[src/rtl/dcache_pkg.sv]
// dcache_pkg: shared FSM state, field widths and address decode helpers for the L1 data cache
package dcache_pkg;
    typedef enum logic [1:0] {IDLE, WRITEBACK, ALLOCATE} state_t;
    localparam int TAG_W    = 23;
    localparam int INDEX_W  = 4;
    localparam int OFFSET_W = 5;
    localparam int LINE_W   = 256;
    function automatic logic [TAG_W-1:0] addr_tag(input logic [31:0] addr);
        return addr[31:OFFSET_W+INDEX_W];
    endfunction
    function automatic logic [INDEX_W-1:0] addr_index(input logic [31:0] addr);
        return addr[OFFSET_W +: INDEX_W];
    endfunction
    function automatic logic [2:0] addr_word(input logic [31:0] addr);
        return addr[4:2];
    endfunction
endpackage

[src/rtl/dcache_if.sv]
// dcache_if: EX/MEM request port and off-chip line port of the data cache
interface dcache_if;
    import dcache_pkg::*;
    logic              cpu_read_i;
    logic              cpu_write_i;
    logic [31:0]       cpu_addr_i;
    logic [31:0]       cpu_wdata_i;
    logic [31:0]       cpu_rdata_o;
    logic              stall_o;
    logic              mem_enable_o;
    logic              mem_write_o;
    logic [31:0]       mem_addr_o;
    logic [LINE_W-1:0] mem_wdata_o;
    logic [LINE_W-1:0] mem_rdata_i;
    logic              mem_ack_i;
    modport slave (
        input  cpu_read_i, cpu_write_i, cpu_addr_i, cpu_wdata_i, mem_rdata_i, mem_ack_i,
        output cpu_rdata_o, stall_o, mem_enable_o, mem_write_o, mem_addr_o, mem_wdata_o
    );
    modport master (
        output cpu_read_i, cpu_write_i, cpu_addr_i, cpu_wdata_i, mem_rdata_i, mem_ack_i,
        input  cpu_rdata_o, stall_o, mem_enable_o, mem_write_o, mem_addr_o, mem_wdata_o
    );
endinterface

[src/rtl/dcache_sram.sv]
// dcache_sram: tag/valid/dirty/data arrays with combinational read and masked synchronous write
module dcache_sram
    import dcache_pkg::*;
#(
    parameter int NUM_SETS  = 16,
    parameter int LINE_BITS = LINE_W
) (
    input  logic                   clk,
    input  logic                   rst_n,
    input  logic [INDEX_W-1:0]     index,
    output logic [TAG_W-1:0]       rd_tag,
    output logic                   rd_valid,
    output logic                   rd_dirty,
    output logic [LINE_BITS-1:0]   rd_line,
    input  logic                   we,
    input  logic [LINE_BITS/32-1:0] wmask,
    input  logic [LINE_BITS-1:0]   wline,
    input  logic [TAG_W-1:0]       wtag,
    input  logic                   wdirty
);
    logic [TAG_W-1:0]     tags [NUM_SETS];
    logic [LINE_BITS-1:0] data [NUM_SETS];
    logic [NUM_SETS-1:0]  valid;
    logic [NUM_SETS-1:0]  dirty;
    assign rd_tag   = tags[index];
    assign rd_valid = valid[index];
    assign rd_dirty = dirty[index];
    assign rd_line  = data[index];
    always_ff @(posedge clk) begin
        if (!rst_n) begin
            valid <= '0;
            dirty <= '0;
        end else if (we) begin
            valid[index] <= 1'b1;
            dirty[index] <= wdirty;
            tags[index]  <= wtag;
        end
    end
    // data words carry no reset; valid alone decides whether they mean anything
    always_ff @(posedge clk) begin
        for (int w = 0; w < LINE_BITS / 32; w++)
            if (rst_n && we && wmask[w]) data[index][w*32 +: 32] <= wline[w*32 +: 32];
    end
endmodule

[src/rtl/dcache_ctrl.sv]
// dcache_ctrl: direct-mapped write-back write-allocate L1 data cache controller for the MEM stage
module dcache_ctrl
    import dcache_pkg::*;
#(
    parameter int NUM_SETS  = 16,
    parameter int LINE_BITS = LINE_W,
    parameter int ADDR_W    = 32
) (
    input logic     clk_i,
    input logic     rst_i,
    dcache_if.slave bus
);
    localparam int WORDS = LINE_BITS / 32;
    state_t               state;
    logic [TAG_W-1:0]     tag;
    logic [TAG_W-1:0]     rd_tag;
    logic [INDEX_W-1:0]   index;
    logic [2:0]           word;
    logic                 rd_valid, rd_dirty, hit, req, load, fill, we, victim_dirty, unused;
    logic [LINE_BITS-1:0] rd_line;
    logic [31:0]          rd_word, rdata_q;
    logic [WORDS-1:0]     wmask;
    logic [ADDR_W-1:0]    victim_addr, fill_addr;
    assign tag          = addr_tag(bus.cpu_addr_i);
    assign index        = addr_index(bus.cpu_addr_i);
    assign word         = addr_word(bus.cpu_addr_i);
    assign unused       = ^bus.cpu_addr_i[1:0];
    assign req          = bus.cpu_read_i | bus.cpu_write_i;
    assign load         = bus.cpu_read_i & ~bus.cpu_write_i;
    assign hit          = rd_valid && rd_tag == tag;
    assign victim_dirty = rd_valid && rd_dirty;
    assign rd_word      = rd_line[{word, 5'd0} +: 32];
    assign victim_addr  = {rd_tag, index, 5'd0};
    assign fill_addr    = {tag, index, 5'd0};
    assign fill         = state == ALLOCATE && bus.mem_ack_i;
    assign we           = fill || (state == IDLE && bus.cpu_write_i && hit);
    assign wmask        = fill ? '1 : WORDS'(1) << word;
    assign bus.stall_o     = state != IDLE || (req && !hit);
    assign bus.cpu_rdata_o = state == IDLE && load && hit ? rd_word : rdata_q;
    dcache_sram #(.NUM_SETS(NUM_SETS), .LINE_BITS(LINE_BITS)) u_sram (
        .clk     (clk_i),
        .rst_n   (rst_i),
        .index   (index),
        .rd_tag  (rd_tag),
        .rd_valid(rd_valid),
        .rd_dirty(rd_dirty),
        .rd_line (rd_line),
        .we      (we),
        .wmask   (wmask),
        .wline   (fill ? bus.mem_rdata_i : {WORDS{bus.cpu_wdata_i}}),
        .wtag    (tag),
        .wdirty  (!fill)
    );
    // the frozen EX/MEM register keeps cpu_addr_i stable, so the fill address is taken live
    always_ff @(posedge clk_i) begin
        if (!rst_i) begin
            state            <= IDLE;
            bus.mem_enable_o <= 1'b0;
            bus.mem_write_o  <= 1'b0;
            bus.mem_addr_o   <= '0;
            bus.mem_wdata_o  <= '0;
            rdata_q          <= '0;
        end else begin
            case (state)
                IDLE: begin
                    if (load && hit) rdata_q <= rd_word;
                    if (req && !hit) begin
                        state            <= victim_dirty ? WRITEBACK : ALLOCATE;
                        bus.mem_enable_o <= 1'b1;
                        bus.mem_write_o  <= victim_dirty;
                        bus.mem_addr_o   <= victim_dirty ? victim_addr : fill_addr;
                        bus.mem_wdata_o  <= rd_line;
                    end
                end
                WRITEBACK: if (bus.mem_ack_i) begin
                    state           <= ALLOCATE;
                    bus.mem_write_o <= 1'b0;
                    bus.mem_addr_o  <= fill_addr;
                end
                ALLOCATE: if (bus.mem_ack_i) begin
                    state            <= IDLE;
                    bus.mem_enable_o <= 1'b0;
                end
                default: state <= IDLE;
            endcase
        end
    end
endmodule
[src/flat_wrapper.sv]
// flat-port wrapper written by rule: the top's interface ports become plain ports
module dcache_ctrl_flat import dcache_pkg::*;
#(
    parameter int NUM_SETS  = 16,
    parameter int LINE_BITS = LINE_W,
    parameter int ADDR_W    = 32
)
  (clk_i, rst_i, bus_cpu_read_i, bus_cpu_write_i, bus_cpu_addr_i, bus_cpu_wdata_i, bus_mem_rdata_i, bus_mem_ack_i, bus_cpu_rdata_o, bus_stall_o, bus_mem_enable_o, bus_mem_write_o, bus_mem_addr_o, bus_mem_wdata_o);
  dcache_if bus_i ();
  input logic clk_i;
  input logic rst_i;
  input wire logic [$bits(bus_i.cpu_read_i)-1:0] bus_cpu_read_i;
  input wire logic [$bits(bus_i.cpu_write_i)-1:0] bus_cpu_write_i;
  input wire logic [$bits(bus_i.cpu_addr_i)-1:0] bus_cpu_addr_i;
  input wire logic [$bits(bus_i.cpu_wdata_i)-1:0] bus_cpu_wdata_i;
  input wire logic [$bits(bus_i.mem_rdata_i)-1:0] bus_mem_rdata_i;
  input wire logic [$bits(bus_i.mem_ack_i)-1:0] bus_mem_ack_i;
  output wire logic [$bits(bus_i.cpu_rdata_o)-1:0] bus_cpu_rdata_o;
  output wire logic [$bits(bus_i.stall_o)-1:0] bus_stall_o;
  output wire logic [$bits(bus_i.mem_enable_o)-1:0] bus_mem_enable_o;
  output wire logic [$bits(bus_i.mem_write_o)-1:0] bus_mem_write_o;
  output wire logic [$bits(bus_i.mem_addr_o)-1:0] bus_mem_addr_o;
  output wire logic [$bits(bus_i.mem_wdata_o)-1:0] bus_mem_wdata_o;
  assign bus_i.cpu_read_i = bus_cpu_read_i;
  assign bus_i.cpu_write_i = bus_cpu_write_i;
  assign bus_i.cpu_addr_i = bus_cpu_addr_i;
  assign bus_i.cpu_wdata_i = bus_cpu_wdata_i;
  assign bus_i.mem_rdata_i = bus_mem_rdata_i;
  assign bus_i.mem_ack_i = bus_mem_ack_i;
  assign bus_cpu_rdata_o = bus_i.cpu_rdata_o;
  assign bus_stall_o = bus_i.stall_o;
  assign bus_mem_enable_o = bus_i.mem_enable_o;
  assign bus_mem_write_o = bus_i.mem_write_o;
  assign bus_mem_addr_o = bus_i.mem_addr_o;
  assign bus_mem_wdata_o = bus_i.mem_wdata_o;
  dcache_ctrl #(.NUM_SETS(NUM_SETS), .LINE_BITS(LINE_BITS), .ADDR_W(ADDR_W)) u_core (.clk_i(clk_i), .rst_i(rst_i), .bus(bus_i));
endmodule
[config.mk]
export PLATFORM = sky130hd
export DESIGN_NAME = dcache_ctrl_flat
export DESIGN_NICKNAME = d
export VERILOG_FILES = /design/src/rtl/dcache_pkg.sv /design/src/rtl/dcache_if.sv /design/src/rtl/dcache_sram.sv /design/src/rtl/dcache_ctrl.sv /design/src/flat_wrapper.sv
export SDC_FILE = /design/constraint.sdc
export NUM_CORES = 2
export LEC_CHECK = 0
export CAP_MARGIN = 15
export CORE_ASPECT_RATIO = 0.5
export CORE_MARGIN = 2
export CORE_UTILIZATION = 60
export CTS_CLUSTER_DIAMETER = 120
export DETAILED_ROUTE_END_ITERATION = 10
export PLACE_DENSITY_LB_ADDON = 0.1
export SYNTH_ARGS = -nofsm -noshare
export SYNTH_HDL_FRONTEND = slang
export SYNTH_HIERARCHICAL = 1
export SYNTH_MEMORY_MAX_BITS = 65536
export SYNTH_SLANG_ARGS = --single-unit
[constraint.sdc]
create_clock -name clk_i -period 18.55 [get_ports clk_i]
set_clock_uncertainty 0.05 [all_clocks]
set_input_delay 3.71 -clock clk_i [delete_from_list [all_inputs] [get_ports clk_i]]
set_output_delay 3.71 -clock clk_i [all_outputs]
set_load 0.005 [all_outputs]
======== After elaboration in Yosys (flattened, before gate mapping) ========
Memory sizes are Yosys's and may differ from the RTL's.
Cells that the tools add are included.
W data, S select, Z words.
cells by class
  magnitude comparators ................... 2
  equality and inequality tests ........... 6
  shifts and indexed selects .............. 2
  mux-type cells .......................... 43
  bitwise operators ....................... 4
  reductions and logical operators ........ 32
operators with widths
  operator               count
  $mux W256              1
  $shiftx A256 B9 Y32    1
  $mux W32               4
  $pmux W32 S2           1
  $mux W1                25
  $eq A23 B23 Y1         1
  $logic_and A1 B1 Y1    19
  $bwmux W16             1
  $or A16 B16 Y16        1
  $reduce_and A3 Y1      3
  $bmux W1 S4            2
  $mux W2                4
  $mux W8                1
  $shl A1 B3 Y8 const A  1
  $ne A2 B2 Y1 const B   3
  $pmux W2 S3            1
  $reduce_bool A2 Y1     3
  $lt A4 B5 Y1 const B   1
  $demux W1 S4           1
  $ge A4 B1 Y1 const B   1
  $pmux W1 S2            2
  $reduce_and A2 Y1      2
  $eq A2 B1 Y1 const B   1
  $eq A2 B2 Y1 const B   1
  other kinds (6)        8
storage, ports and cells
  register bits ........................... 356
  memory bits (writable) .................. 4464
  bits of input ports ..................... 325
  output and inout port bits .............. 323
  memories kept ........................... 2
memory list
  memory              depth  bits a word  rd ports  clocked after memory_dff  wr ports  line               text
  u_core.u_sram.data  16     256          1         0                         1         dcache_sram.sv:22  logic [LINE_BITS-1:0] data [NUM_SETS];
  u_core.u_sram.tags  16     23           1         0                         1         dcache_sram.sv:21  logic [TAG_W-1:0] tags [NUM_SETS];

======== Depth between registers and ports, before layout ========
  depth in word-level cells ............... 9
  mapped depth ............................ 16
  gate-level depth less buffers ........... 11

======== By module ========
Netlist, hierarchy kept.
by module, submodules not included
  module       instances  cells an instance  area each (um^2)  seq. area each (um^2)
  dcache_sram  1          7093               168466.6          134689.2
  dcache_ctrl  1          1914               16488.3           6386.1

======== Least setup slack after synthesis ========
OpenSTA, ideal clock, no wires.
  path kind ............................... input-to-output
  from .................................... in bus_cpu_addr_i[5]
  to ...................................... out bus_cpu_rdata_o[10]
  data arrival time ....................... 6.489 ns
  required time ........................... 14.790 ns
  path slack .............................. 8.301 ns
  stages .................................. 12
  path buffers ............................ 4
  cells stage by stage .................... buf_2 buf_2 buf_2 mux4_2 a22oi_1 nand2_1 xnor2_1 nand4_1 nor4_4 nand4_1 buf_2 mux2_2
between the ends
  longest elaborated chain between the ends .. 5
  elaborated cells on any way between the ends .. 9
  those cells by class .................... eq/ne: 1; shift: 1; mux: 3; reduce/logical: 2; memory: 2
ends and longest elaborated chain
  item                  line                text
  from (decl)           flat_wrapper.sv:14  input wire logic [$bits(bus_i.cpu_addr_i)-1:0] bus_cpu_addr_i;
  $mem_v2 Z16 W23       n/a
  via u_core.rd_tag[1]  dcache_ctrl.sv:16   logic [TAG_W-1:0] rd_tag;
  $eq A23 B23 Y1        dcache_ctrl.sv:30   assign hit = rd_valid && rd_tag == tag;
  $logic_and A1 B1 Y1   dcache_ctrl.sv:30
  $logic_and A1 B1 Y1   dcache_ctrl.sv:39   assign bus.cpu_rdata_o = state == IDLE && load && hit ? rd_word : rdata_q;
  $mux W32              dcache_ctrl.sv:39
  to (decl)             flat_wrapper.sv:18  output wire logic [$bits(bus_i.cpu_rdata_o)-1:0] bus_cpu_rdata_o;
The timed path passes the listed nets, and every way through them passes these cells. The select of a mux whose other input is x is not followed.

======== Worst setup path in the final report ========
  from .................................... in bus_cpu_addr_i[5]
  to ...................................... out bus_cpu_rdata_o[27]
between the ends
  elaborated cells on any way between the ends .. 9
  those cells by class .................... eq/ne: 1; shift: 1; mux: 3; reduce/logical: 2; memory: 2
RTL lines
  item                     line               text
  $mem_v2 Z16 W256         n/a
  via u_core.rd_line[123]  dcache_ctrl.sv:20  logic [LINE_BITS-1:0] rd_line;
  $shiftx A256 B9 Y32      dcache_ctrl.sv:32  assign rd_word = rd_line[{word, 5'd0} +: 32];
  $mux W32                 dcache_ctrl.sv:39
The timed path passes the listed nets, and every way through them passes these cells. The select of a mux whose other input is x is not followed.

==> reports/metrics.cfg <==
[synth]
synth-main-ff-cell = edfxtp_1
synthArstFlopShare_pct = 0
ys_seq_area_share_pct = 76.28
avgSynthCellArea_um2 = 20.53
synth.distinct_cells = 43
synth_cells = 9007
synth_area_um2 = 185000
synth-edff-count = 4464
ys_warn_count = 6
synth_seq_cells = 4815

[clocking]
cts_tree = done
clk_path_buf_depth = 4
postCtsSetupBuffers = 0
cts_resized = 0
cts_buffers = 403
path_clk_slew_ns = 0.06
cts-root-buf = clkbuf_16
ctsHoldBuffers = 0
cts.sinks = 4815
cts.htree.levels = 5
insertion_delay_ns = 0.96

[die]
rows = 144
pin_count = 648
die_h_um = 396.6
initial_core_util_pct = 60.17
die_w_um = 789.2
die_area_um2 = 313000
core_area_um2 = 307400

[sta]
fin_crit_sh_pct = 71.96
slew_viol_final = 0
fin_crit_ns = 13.35
worstMarginPinSlew_ns = 1.296
rsz0062_at_grt = no
clock.fmax_ghz = 0.07491
slew_headroom_pct = 13.60
setup_viol = 0
setup_tns_ns = 0
final-hold-violation-count = 0

[global_routing]
grt_max_degree = 205
grt.total_usage_pct = 34.85
grt_pass1_vias = 93170
overflow = 0
grt_pass1_wl_mm = 742.8
antenna_found_initial = 75

[power_and_ir_drop]
cellPowerDensity_nw_per_um2 = 106.1
irDropWorstVdd_mv = 0.08141
power.leakage_nw = 67.60

[setup_path]
critPathMaxStageDelay_ns = 0.76
arrival_ns = 9.59
path_cells = buf_16, buf_4, buf_4, buf_4, mux4_2, a22oi_1, nand2_1, mux4_2, mux2_2, mux2_2, clkdlybuf4s50_1
cp-start-kind = input port
ff2ff_path_depth = 13
reg2reg_slack_ns = 11.92
crit_slowest_cell = buf_4
required_ns = 14.79
crit_fanout = 93
endpoint_kind = output port
r2r-start = u_core/u_sram/tags[0][8]
cpMostUsedCell = buf_4
crit_type = in -> out
worst_r2r_endpoint = u_core/u_sram/data[2][138]

[outcome]
outcome = finished, final reports clean

[worst_hold_path]
holdPathEnd = u_core/u_sram/valid[9]
min_path_cells = 1
hold_start = u_core/u_sram/valid[9]
hold_class = reg -> reg

[route]
drt-wirelength-per-cell_um = 38.77
drtAntennaViolNets = 0
vias_per_cell = 6.973
first_pass_iters = 6
wl_mm = 550.4
drcViolationCount = 0
dr_total_vias = 98990
drt_iter0_markers = 15740

[finish]
fin_nets = 10010
drive_above_1_share_pct = 22.56
finalCoreUtilization_pct = 68.13
area_delta_synth_final_pct = 13.22

[place]
io_buffer_count = 640
gp_congestion = 0.8363
hpwl_mm = 312.2

[run]
maxCapViolations = 0

-- registers in the layout (all words and copies together) (netlist names) --
name                     count
u_core/u_sram/data        4096
u_core/u_sram/tags         368
u_core/bus.mem_wdata_o     256
u_core/rdata_q              32
u_core/bus.mem_addr_o       27
u_core/u_sram/dirty         16
u_core/u_sram/valid         16
u_core/state                 2
u_core/bus.mem_enable_o      1
u_core/bus.mem_write_o       1
-- cell type report --
| class | instances | area, um^2 |
|---|---|---|
| Antenna cell | 95 | 237.7 |
| Inverter | 6 | 22.52 |
| Sequential cell | 4815 | 141100 |
| Tap cell | 4088 | 5115 |
| Clock buffer | 538 | 11090 |
| Multi-Input combinational cell | 3570 | 41510 |
| Fill cell | 19450 | 97960 |
| Clock inverter | 198 | 1852 |
| Timing Repair Buffer | 886 | 8507 |
-- per-layer routing --
layer | global-route usage [%] | wire [um] | vias to the layer above
li1 | - | - | 38680
met1 | 47.71 | 193800 | 52040
met2 | 52.26 | 253700 | 7110
met3 | 9.297 | 69680 | 1133
met4 | 18.74 | 32950 | 24
met5 | 0 | 207 | -
-- placed cells by master (no fill, tap or decap), types with 8 or more instances in the layout --
cell type,instances
buf_12,19
nand3_1,269
nand2_1,551
a22oi_1,562
a21oi_1,17
bufinv_16,35
clkbuf_8,22
mux2_2,64
and2_2,160
o211a_1,23
xnor2_1,23
clkinv_1,69
nor2_4,13
mux4_2,1188
a21o_1,272
and2_1,33
mux2i_1,27
diode_2,95
edfxtp_1,4464
clkinvlp_4,8
clkbuf_1,100
clkdlybuf4s50_1,634
o21ai_0,300
dfxtp_1,351
nand4_1,12
clkbuf_16,416
buf_4,224
clkinv_2,73
-- worst max-delay path by stage --
stage	startpoint	to	slack, ns	depth (start not counted)
after floorplan	bus_cpu_addr_i[5]	bus_cpu_rdata_o[10]	8.30	12
after global placement	bus_cpu_addr_i[5]	bus_cpu_rdata_o[27]	5.22	11
after detailed placement	bus_cpu_addr_i[5]	bus_cpu_rdata_o[27]	5.22	11
after CTS	bus_cpu_addr_i[5]	bus_cpu_rdata_o[27]	5.16	11
after global routing	bus_cpu_addr_i[5]	bus_cpu_rdata_o[27]	4.82	11
final	bus_cpu_addr_i[5]	bus_cpu_rdata_o[27]	5.20	11
-- where the power goes --
part | switching, W | total, W | internal [W]
clock network | 0.00384 | 0.00852 | 0.00469
logic | 0.00110 | 0.00164 | 0.000544
registers | 0.0000437 | 0.0121 | 0.0120
total | 0.00498 | 0.0222 | 0.0172
-- through the flow --
stage | hold WS, ns | instance area, um^2 | total power (W) | worst slack [ns] | std cells
floorplan | 0.3711 | 185000 | 0.01309 | 8.301 | 9011
finish | 0.3986 | 209400 | 0.02223 | 5.201 | 14200
detailed placement | 0.3886 | 196200 | 0.01391 | 5.215 | 13360
CTS | 0.4034 | 209100 | 0.02226 | 5.163 | 14100
global placement | 0.3775 | 196200 | 0.01388 | 5.219 | 13360
global route | 0.4170 | 209200 | 0.02274 | 4.817 | 14110
-- worst max-delay path: cells and delay by family --
family                 cells  cell delay (ns)
buffers and inverters      5             3.17
AOI/OAI and AO/OA          1             0.19
muxes                      4             1.88
and+or+nand+nor            1             0.35
-- logic make-up after synthesis --
group	Yosys count	synth area share, %
other	1	0.002028
muxes	1279	15.00
AOI/OAI and AO/OA	1184	4.415
xor gates and xnor gates	23	0.1089
buffers and inverters	626	1.478
and+or+nand+nor	1079	2.718
DFF	4815	76.28
-- cells in the mapped netlist, types with 73 or more instances --
master | instances | area [um^2]
dfxtp_1 | 351 | 7027
o21ai_0 | 302 | 1511
a22oi_1 | 562 | 4219
nand3_1 | 269 | 1346
nand2_1 | 551 | 2068
a21o_1 | 272 | 2042
clkbuf_1 | 348 | 1306
edfxtp_1 | 4464 | 134000
mux4_2 | 1188 | 26760
and2_1 | 194 | 1214
buf_2 | 151 | 755.7
buf_1 | 73 | 274.0
Note: power is estimated with default switching activity, not from simulation.
